`src/rtl/pipe_hazard_ctrl_if.sv`:
```
// Signal bundle between the Y86-64 pipeline registers and the hazard/run control unit.
// The pipeline side (master) supplies stage icodes and status; the control unit (slave) returns stage controls and counters.
interface pipe_hazard_ctrl_if #(
  parameter int CNT_W = 32
);
  logic             start;
  logic [3:0]       D_icode;
  logic [3:0]       E_icode;
  logic [3:0]       M_icode;
  logic [3:0]       W_icode;
  logic [3:0]       d_srcA;
  logic [3:0]       d_srcB;
  logic [3:0]       E_dstM;
  logic             e_Cnd;
  logic [3:0]       m_stat;
  logic [3:0]       W_stat;

  logic             F_stall;
  logic             D_stall;
  logic             D_bubble;
  logic             E_bubble;
  logic             M_bubble;
  logic             W_stall;
  logic             set_cc_en;
  logic             running;
  logic             halted;
  logic [3:0]       final_stat;
  logic [CNT_W-1:0] cyc_cnt;
  logic [CNT_W-1:0] ret_cnt;
  logic [CNT_W-1:0] lu_cnt;
  logic [CNT_W-1:0] mp_cnt;
  logic [1:0]       dbg_state;

  // Controls have no handshake: every output is valid on every cycle and is
  // consumed by the pipeline registers at the next rising clock edge.
  modport master (
    output start, D_icode, E_icode, M_icode, W_icode, d_srcA, d_srcB,
           E_dstM, e_Cnd, m_stat, W_stat,
    input  F_stall, D_stall, D_bubble, E_bubble, M_bubble, W_stall,
           set_cc_en, running, halted, final_stat, cyc_cnt, ret_cnt,
           lu_cnt, mp_cnt, dbg_state
  );

  modport slave (
    input  start, D_icode, E_icode, M_icode, W_icode, d_srcA, d_srcB,
           E_dstM, e_Cnd, m_stat, W_stat,
    output F_stall, D_stall, D_bubble, E_bubble, M_bubble, W_stall,
           set_cc_en, running, halted, final_stat, cyc_cnt, ret_cnt,
           lu_cnt, mp_cnt, dbg_state
  );
endinterface

```
`src/rtl/pipe_hazard_ctrl.sv`:
```
// Y86-64 pipeline control: per-stage stall/bubble generation, CC update gating,
// IDLE/RUN/HALTED run state with latched final status, and saturating perf counters.
module pipe_hazard_ctrl #(
  parameter int CNT_W = 32
) (
  input  logic               clk,
  input  logic               rst_n,
  pipe_hazard_ctrl_if.slave  bus
);

  typedef enum logic [1:0] {
    S_IDLE = 2'd0,
    S_RUN  = 2'd1,
    S_HALT = 2'd2
  } state_t;

  state_t           state_q, state_d;
  logic [3:0]       final_stat_q;
  logic [CNT_W-1:0] cyc_q, ret_q, lu_q, mp_q;

  logic lu, rt, mp, mx, wx, ret_ev;
  logic f_stall, d_stall, d_bubble, e_bubble, m_bubble, w_stall, cc_en;

  function automatic logic [CNT_W-1:0] sat_inc(input logic [CNT_W-1:0] v);
    return (&v) ? v : v + {{(CNT_W-1){1'b0}}, 1'b1};
  endfunction

  always_comb begin
    lu = ((bus.E_icode == 4'h5) || (bus.E_icode == 4'hB)) && (bus.E_dstM != 4'hF) &&
         ((bus.E_dstM == bus.d_srcA) || (bus.E_dstM == bus.d_srcB));
    rt = (bus.D_icode == 4'h9) || (bus.E_icode == 4'h9) || (bus.M_icode == 4'h9);
    mp = (bus.E_icode == 4'h7) && !bus.e_Cnd;
    mx = (bus.m_stat == 4'h2) || (bus.m_stat == 4'h3) || (bus.m_stat == 4'h4);
    wx = (bus.W_stat == 4'h2) || (bus.W_stat == 4'h3) || (bus.W_stat == 4'h4);
    ret_ev = (bus.W_stat == 4'h1) && (bus.W_icode != 4'h1);
  end

  always_ff @(posedge clk or negedge rst_n) begin
    if (!rst_n) state_q <= S_IDLE;
    else        state_q <= state_d;
  end

  always_comb begin
    state_d  = state_q;
    f_stall  = 1'b0;
    d_stall  = 1'b0;
    d_bubble = 1'b0;
    e_bubble = 1'b0;
    m_bubble = 1'b0;
    w_stall  = 1'b0;
    cc_en    = 1'b0;
    case (state_q)
      S_IDLE: begin
        f_stall  = 1'b1;
        d_bubble = 1'b1;
        e_bubble = 1'b1;
        m_bubble = 1'b1;
        if (bus.start) state_d = S_RUN;
      end
      S_RUN: begin
        // A load/use stall keeps the instruction in decode, so a pending RET must not bubble it away.
        f_stall  = lu | rt;
        d_stall  = lu;
        d_bubble = mp | (rt & ~lu);
        e_bubble = mp | lu;
        m_bubble = mx | wx;
        w_stall  = wx;
        cc_en    = (bus.E_icode == 4'h6) & ~mx & ~wx;
        if (wx) state_d = S_HALT;
      end
      S_HALT: begin
        f_stall = 1'b1;
        d_stall = 1'b1;
        w_stall = 1'b1;
      end
      default: state_d = S_IDLE;
    endcase
  end

  always_ff @(posedge clk or negedge rst_n) begin
    if (!rst_n) begin
      final_stat_q <= 4'h1;
      cyc_q        <= '0;
      ret_q        <= '0;
      lu_q         <= '0;
      mp_q         <= '0;
    end else if (state_q == S_RUN) begin
      cyc_q <= sat_inc(cyc_q);
      if (ret_ev) ret_q <= sat_inc(ret_q);
      if (lu)     lu_q  <= sat_inc(lu_q);
      if (mp)     mp_q  <= sat_inc(mp_q);
      if (wx)     final_stat_q <= bus.W_stat;
    end
  end

  assign bus.F_stall    = f_stall;
  assign bus.D_stall    = d_stall;
  assign bus.D_bubble   = d_bubble;
  assign bus.E_bubble   = e_bubble;
  assign bus.M_bubble   = m_bubble;
  assign bus.W_stall    = w_stall;
  assign bus.set_cc_en  = cc_en;
  assign bus.running    = (state_q == S_RUN);
  assign bus.halted     = (state_q == S_HALT);
  assign bus.final_stat = final_stat_q;
  assign bus.cyc_cnt    = cyc_q;
  assign bus.ret_cnt    = ret_q;
  assign bus.lu_cnt     = lu_q;
  assign bus.mp_cnt     = mp_q;
  assign bus.dbg_state  = state_q;

endmodule

```
`src/flat_wrapper.sv`:
```
// flat-port wrapper written by rule: the top's interface ports become plain ports
module pipe_hazard_ctrl_flat 
#(
  parameter int CNT_W = 32
)
  (clk, rst_n, bus_start, bus_D_icode, bus_E_icode, bus_M_icode, bus_W_icode, bus_d_srcA, bus_d_srcB, bus_E_dstM, bus_e_Cnd, bus_m_stat, bus_W_stat, bus_F_stall, bus_D_stall, bus_D_bubble, bus_E_bubble, bus_M_bubble, bus_W_stall, bus_set_cc_en, bus_running, bus_halted, bus_final_stat, bus_cyc_cnt, bus_ret_cnt, bus_lu_cnt, bus_mp_cnt, bus_dbg_state);
  pipe_hazard_ctrl_if #(.CNT_W(CNT_W)) bus_i ();
  input  logic clk;
  input  logic rst_n;
  input wire logic [$bits(bus_i.start)-1:0] bus_start;
  input wire logic [$bits(bus_i.D_icode)-1:0] bus_D_icode;
  input wire logic [$bits(bus_i.E_icode)-1:0] bus_E_icode;
  input wire logic [$bits(bus_i.M_icode)-1:0] bus_M_icode;
  input wire logic [$bits(bus_i.W_icode)-1:0] bus_W_icode;
  input wire logic [$bits(bus_i.d_srcA)-1:0] bus_d_srcA;
  input wire logic [$bits(bus_i.d_srcB)-1:0] bus_d_srcB;
  input wire logic [$bits(bus_i.E_dstM)-1:0] bus_E_dstM;
  input wire logic [$bits(bus_i.e_Cnd)-1:0] bus_e_Cnd;
  input wire logic [$bits(bus_i.m_stat)-1:0] bus_m_stat;
  input wire logic [$bits(bus_i.W_stat)-1:0] bus_W_stat;
  output wire logic [$bits(bus_i.F_stall)-1:0] bus_F_stall;
  output wire logic [$bits(bus_i.D_stall)-1:0] bus_D_stall;
  output wire logic [$bits(bus_i.D_bubble)-1:0] bus_D_bubble;
  output wire logic [$bits(bus_i.E_bubble)-1:0] bus_E_bubble;
  output wire logic [$bits(bus_i.M_bubble)-1:0] bus_M_bubble;
  output wire logic [$bits(bus_i.W_stall)-1:0] bus_W_stall;
  output wire logic [$bits(bus_i.set_cc_en)-1:0] bus_set_cc_en;
  output wire logic [$bits(bus_i.running)-1:0] bus_running;
  output wire logic [$bits(bus_i.halted)-1:0] bus_halted;
  output wire logic [$bits(bus_i.final_stat)-1:0] bus_final_stat;
  output wire logic [$bits(bus_i.cyc_cnt)-1:0] bus_cyc_cnt;
  output wire logic [$bits(bus_i.ret_cnt)-1:0] bus_ret_cnt;
  output wire logic [$bits(bus_i.lu_cnt)-1:0] bus_lu_cnt;
  output wire logic [$bits(bus_i.mp_cnt)-1:0] bus_mp_cnt;
  output wire logic [$bits(bus_i.dbg_state)-1:0] bus_dbg_state;
  assign bus_i.start = bus_start;
  assign bus_i.D_icode = bus_D_icode;
  assign bus_i.E_icode = bus_E_icode;
  assign bus_i.M_icode = bus_M_icode;
  assign bus_i.W_icode = bus_W_icode;
  assign bus_i.d_srcA = bus_d_srcA;
  assign bus_i.d_srcB = bus_d_srcB;
  assign bus_i.E_dstM = bus_E_dstM;
  assign bus_i.e_Cnd = bus_e_Cnd;
  assign bus_i.m_stat = bus_m_stat;
  assign bus_i.W_stat = bus_W_stat;
  assign bus_F_stall = bus_i.F_stall;
  assign bus_D_stall = bus_i.D_stall;
  assign bus_D_bubble = bus_i.D_bubble;
  assign bus_E_bubble = bus_i.E_bubble;
  assign bus_M_bubble = bus_i.M_bubble;
  assign bus_W_stall = bus_i.W_stall;
  assign bus_set_cc_en = bus_i.set_cc_en;
  assign bus_running = bus_i.running;
  assign bus_halted = bus_i.halted;
  assign bus_final_stat = bus_i.final_stat;
  assign bus_cyc_cnt = bus_i.cyc_cnt;
  assign bus_ret_cnt = bus_i.ret_cnt;
  assign bus_lu_cnt = bus_i.lu_cnt;
  assign bus_mp_cnt = bus_i.mp_cnt;
  assign bus_dbg_state = bus_i.dbg_state;
  pipe_hazard_ctrl #(.CNT_W(CNT_W)) u_core (.clk(clk), .rst_n(rst_n), .bus(bus_i));
endmodule
```
`config.mk`:
```
export PLATFORM = sky130hd
export DESIGN_NAME = pipe_hazard_ctrl_flat
export DESIGN_NICKNAME = d
export VERILOG_FILES = /design/src/rtl/pipe_hazard_ctrl_if.sv /design/src/rtl/pipe_hazard_ctrl.sv /design/src/flat_wrapper.sv
export SDC_FILE = /design/constraint.sdc
export NUM_CORES = 1
export LEC_CHECK = 0
export CAP_MARGIN = 10
export CORE_UTILIZATION = 49
export CTS_CLUSTER_SIZE = 25
export DETAILED_ROUTE_END_ITERATION = 6
export MAX_ROUTING_LAYER = met4
export PLACE_DENSITY_LB_ADDON = 0.1
export SYNTH_ARGS = -nofsm -noshare
export SYNTH_HDL_FRONTEND = slang
export SYNTH_SLANG_ARGS = --single-unit
```
`constraint.sdc`:
```
create_clock -name clk -period 2.7 [get_ports clk]
set_clock_uncertainty 0.2 [all_clocks]
set_input_delay 0.405 -clock clk [delete_from_list [all_inputs] [get_ports clk]]
set_output_delay 0.405 -clock clk [all_outputs]
set_load 0.005 [all_outputs]
```
**Yosys cells after proc, flatten, opt, wreduce, memory -nomap -nowiden**

Index checks and enable logic that the tools add are counted.

- $add $sub $neg: 4
- Eq/ne operators: 22
- Muxes and demuxes: 10
- Bitwise gates (word level): 15
- Reductions and logical operators: 25

Operators with widths:

| cell | number |
|---|---|
| $add 32x1->32 const B | 4 |
| $reduce_and 32->1 | 4 |
| $eq 4x3->1 const B | 5 |
| $eq 4x2->1 const B | 4 |
| $eq 4x4->1 const B | 4 |
| $pmux 1 s2 | 6 |
| $reduce_and 3->1 | 4 |
| $eq 4x4->1 | 2 |
| $logic_or 1x1->1 | 8 |
| $not 1->1 | 8 |
| $pmux 2 s3 | 1 |
| $eq 4x1->1 const B | 1 |
| $logic_and 1x1->1 | 4 |
| $mux 2 | 2 |
| $ne 4x1->1 const B | 1 |
| $ne 4x4->1 const B | 1 |
| $or 1x1->1 | 4 |
| $reduce_and 2->1 | 2 |
| $and 1x1->1 | 3 |
| $eq 2x1->1 const B | 1 |
| $eq 2x2->1 const B | 1 |
| $logic_not 2->1 | 1 |
| $ne 2x1->1 const B | 1 |
| $ne 2x2->1 const B | 1 |
| other kinds (3) | 3 |

- Flip-flop bits (word level): 134
- Bits of input ports: 40
- Output and inout port bits: 143

**Depth between registers and ports, before layout**

- Depth in word-level cells: 8
- Mapped depth: 8

**Worst setup path after synthesis**

OpenSTA, ideal clock, no wires.

- Path type: register to register
- From: register u_core.state_q[1], in the netlist u_core.bus.dbg_state[1]
- To: register u_core.ret_q[30], in the netlist u_core.bus.ret_cnt[30]
- Arrival: 2,161 ps
- Data required time: 2,421 ps
- Slack: 260 ps
- Cell stages (with the launch flop): 9
- Buffers on the path: 2
- Period minus slack after synthesis: 2,440 ps
- Path through: dfrtp_1 inv_1 ha_1 clkbuf_1 nand3_1 or4b_1 buf_6 nor4_4 xor2_1

- Longest elaborated chain between the ends: 2

RTL lines:

| item | line | RTL |
|---|---|---|
| start, declared | pipe_hazard_ctrl.sv:17 | `state_t state_q, state_d;` |
| start signal, assigned | pipe_hazard_ctrl.sv:40 | `else state_q <= state_d;` |
| $eq 2x1->1 | -- |  |
| named net bus_running | flat_wrapper.sv:28 | `output wire logic [$bits(bus_i.running)-1:0] bus_running;` |
| $reduce_and 3->1 (no source line) | -- |  |
| end signal, assigned | pipe_hazard_ctrl.sv:89 | `if (ret_ev) ret_q <= sat_inc(ret_q);` |
| end, declared | pipe_hazard_ctrl.sv:19 | `logic [CNT_W-1:0] cyc_q, ret_q, lu_q, mp_q;` |

The timed path passes the listed nets, and every way through them passes these cells.
A chain may end at the register's enable or synchronous reset.

**Worst setup path in the final report**

- From: register u_core.state_q[1], in the netlist u_core.bus.dbg_state[1]
- To: output port bus_W_stall

- Longest elaborated chain between the ends: 2
- Elaborated cells on any way between the ends: 3

RTL lines:

| item | line | RTL |
|---|---|---|
| $eq 2x2->1 / $eq 2x1->1 (equally long branches) | pipe_hazard_ctrl.sv:52 | `case (state_q)` |
| $pmux 1 s2 * | pipe_hazard_ctrl.sv:52 |  |
| end, declared | flat_wrapper.sv:26 | `output wire logic [$bits(bus_i.W_stall)-1:0] bus_W_stall;` |

Every way passes the cells marked *; elsewhere a longest branch is shown, timed or not.

==> metrics.txt <==
Row Count=42; Slew @ Worst Pin=0.709 ns; Lkg Pwr=0.00429 uW; GRT Util Overall=a little over a quarter; hpwl dp=between 10 and 15 mm; highest clock rate=388 MHz; CP startpoint kind=register; Final GP Congestion=0.850; CTS tree=built; Hold Crit Class=in -> async; Num CTS Buffers=17; Die Span X=120 um; Critical Path Sink Type=primary output; drt first pass iters=5; ANT nets after route=0; max-cap violations=0; Fin. Hold Viols=0; area grow syn2layout=45.8%; DR DRC count=0; post-synthesis register bit count=134; endpoints failing setup=0; die area=14400 um^2; Fillers=971; CTS Sinks=134; worst rel slew slack=52.3%; largest fanout on the critical path=4; post-layout util=about 74%; synth warn=0; Distinct cells, synth=between 50 and 60; PD cells=625 nW/um^2; RSZ-0062 raised after global routing=false; number of global-route vias before repair=just over 6000; worst hold margin=0.223 ns; Clock Tree Root=clkbuf_16; n_diodes=0; min cycle time layout=2.58 ns; CP arrival=1.97 ns; clk_lat worst skew=0.42 ns; initial antenna violation count=0; first-pass GRT wire length=29.4 mm; core outline area=roughly 13000 um^2; syn avg cell area=10.2 um^2; ys async rst share=100%; Setup Crit Path Kind=reg -> out; worst vdd ir=0.000481 V; DRT Wirelength=18.1 mm; NumNets Final=roughly 950; Net Count, Synth=slightly above 700; Slew Limit Fails=0; pin count of the biggest net entering global routing=88; clk slew on worst S/H paths=0.06 ns; Syn Std Cell Area=6840 um^2; share of cells above drive strength 1=12.4%; global route overflow=0; Primary FF master, synth=dfrtp_1; Worst Path Required=2.10 ns; routed vias/inst=5.53; Iter 0 DRT Violations=334; Gate Count Post-Synth=670; IO Pins=183; input/output buffers=around 180; status=completed; mean routed wirelength per cell=16.5 um; Initial Util=approximately half; die height=120 um; CTS H-tree depth=4; period utilisation layout=95.5%; vias after detailed routing=about 6000; Seq/Total Area, Yosys=49.1%; Clock Path Buffers=2; count of flip-flops with a built-in enable after synthesis=0
[kinds of logic (layout without fill, tap and decap cells)]
family	Yosys count	count (layout)	share of synthesized area (%)
simple gates	325	325	26.5
flops	134	134	49.1
xor+xnor	129	129	16.5
buf+inv	34	282	2.03
compound gates	33	33	3.29
fa+ha+maj	8	8	1.46
mux	7	7	1.13
[flip-flops by register name, indices dropped and copies added, names as in the netlist]
register	flops
u_core.bus.mp_cnt	32
u_core.bus.final_stat	4
u_core.bus.lu_cnt	32
u_core.bus.ret_cnt	32
u_core.bus.dbg_state	2
u_core.bus.cyc_cnt	32
[worst max-delay path, cell delays in order, from the launching register on]
cell and delay (ns):
dfrtp_1 0.39, inv_2 0.09, ha_4 0.16, buf_4 0.12, inv_1 0.05, or2_2 0.30, a21boi_0 0.17, clkdlybuf4s15_1 0.27
[metal layers]
metal  global-route usage [%]  part of all wire (%)  up-vias
met4                     10.4                   1.8        0
li1                         -                     -     2858
met1                     32.7                    43     2933
met2                     43.0                    49      223
met3                     5.42                   6.5       31
met5                        -                     0        -
[cells in the final DEF (no fill, tap or decap), drive strengths merged, types with 3 or more instances in the layout]
cell / count
clkdlybuf4s50: 167
dfrtp: 133
xnor2: 83
nand4: 57
nand3: 52
nand2: 50
nor2: 50
xor2: 46
buf: 46
and3: 22
inv: 22
nor3: 22
nor4: 22
clkbuf: 20
dlygate4sd2: 12
a21oi: 10
and4: 8
ha: 8
or2: 7
bufinv: 7
o21ai: 7
or3: 6
mux2: 6
and2: 6
or4: 5
nor3b: 4
a31oi: 3
o211ai: 3
nand4b: 3
clkinvlp: 3
nor4bb: 3
[cells in the mapped netlist, types with 2 or more instances]
| cell type | n | area, um^2 |
|---|---|---|
| and4_1 | 8 | 70.1 |
| nand4_1 | 55 | 344 |
| and3_1 | 22 | 138 |
| nand4b_1 | 3 | 26.3 |
| a21oi_1 | 10 | 50.1 |
| xnor2_1 | 83 | 727 |
| nand2_1 | 50 | 188 |
| clkbuf_1 | 9 | 33.8 |
| nor3_1 | 20 | 100 |
| dfrtp_1 | 133 | 3330 |
| nor2_1 | 50 | 188 |
| or2_2 | 7 | 43.8 |
| o211ai_1 | 3 | 22.5 |
| nor3b_1 | 4 | 30.0 |
| o21ai_0 | 7 | 35.0 |
| mux2_2 | 6 | 67.6 |
| nor2b_1 | 2 | 12.5 |
| and2_1 | 6 | 37.5 |
| inv_1 | 22 | 82.6 |
| ha_1 | 8 | 100 |
| or3_1 | 6 | 37.5 |
| a31oi_1 | 3 | 18.8 |
| o2111ai_1 | 2 | 17.5 |
| or4_1 | 4 | 30.0 |
| xor2_1 | 46 | 403 |
| nor3_2 | 2 | 20.0 |
| nor4_1 | 20 | 125 |
| nor4bb_1 | 3 | 30.0 |
| nand3_1 | 52 | 260 |
[final cells by class]
class / instances / area, um^2 / share of cell area [%]
clock inverter: 12 / 246 / 2.47
clock buffer: 20 / 467 / 4.68
timing repair buffer: 228 / 2170 / 21.8
sequential: 134 / 3360 / 33.7
inverter: 22 / 82.6 / 0.829
tap: 176 / 220 / 2.21
multi-input combinational: 502 / 3420 / 34.4
[path summary, 6_finish.rpt]
check	startpoint	endpoint	slack, ns	depth (start not counted)
max	u_core.bus.dbg_state[1]	bus_W_stall	0.12	7
min	rst_n	u_core.bus.lu_cnt[16]	0.22	2
max reg2reg	u_core.bus.cyc_cnt[8]	u_core.bus.cyc_cnt[15]	0.19	6
min reg2reg	u_core.bus.final_stat[1]	u_core.bus.final_stat[1]	0.28	2
max in group asynchronous	rst_n	u_core.bus.final_stat[0]	1.32	3
min in group clk	u_core.bus.final_stat[1]	u_core.bus.final_stat[1]	0.28	2
[metrics by stage]
stage | setup WS [ns] | cell area, um^2 | total power (uW) | TNS [ns] | std cells
detailed placement | -0.258 | 9140 | 3450 | -2.75 | 1056
global placement | -0.199 | 9140 | 3420 | -1.52 | 1056
finish | 0.121 | 9970 | 6230 | 0 | 1094
floorplan | 0.260 | 6840 | 2720 | 0 | 670
global route | 0.00727 | 9970 | 6470 | 0 | 1094
CTS | 0.0150 | 9940 | 6270 | 0 | 1094
[power breakdown]
group / switching (uW) / internal [uW]
registers: 151 / 2140
logic: 522 / 640
clock network: 877 / 1900
[repair_timing]
action | 4_1_cts | 5_1_grt
hold buffers | 1 | 0
resized for setup | 26 | 6
pin swaps | 5 | 2
buffers inserted | 5 | 0
cloned | 0 | 0
endpoints found under the hold margin | 28 | 0
endpoints found under the setup margin | 7 | 2
(Power assumes the default switching activity.)
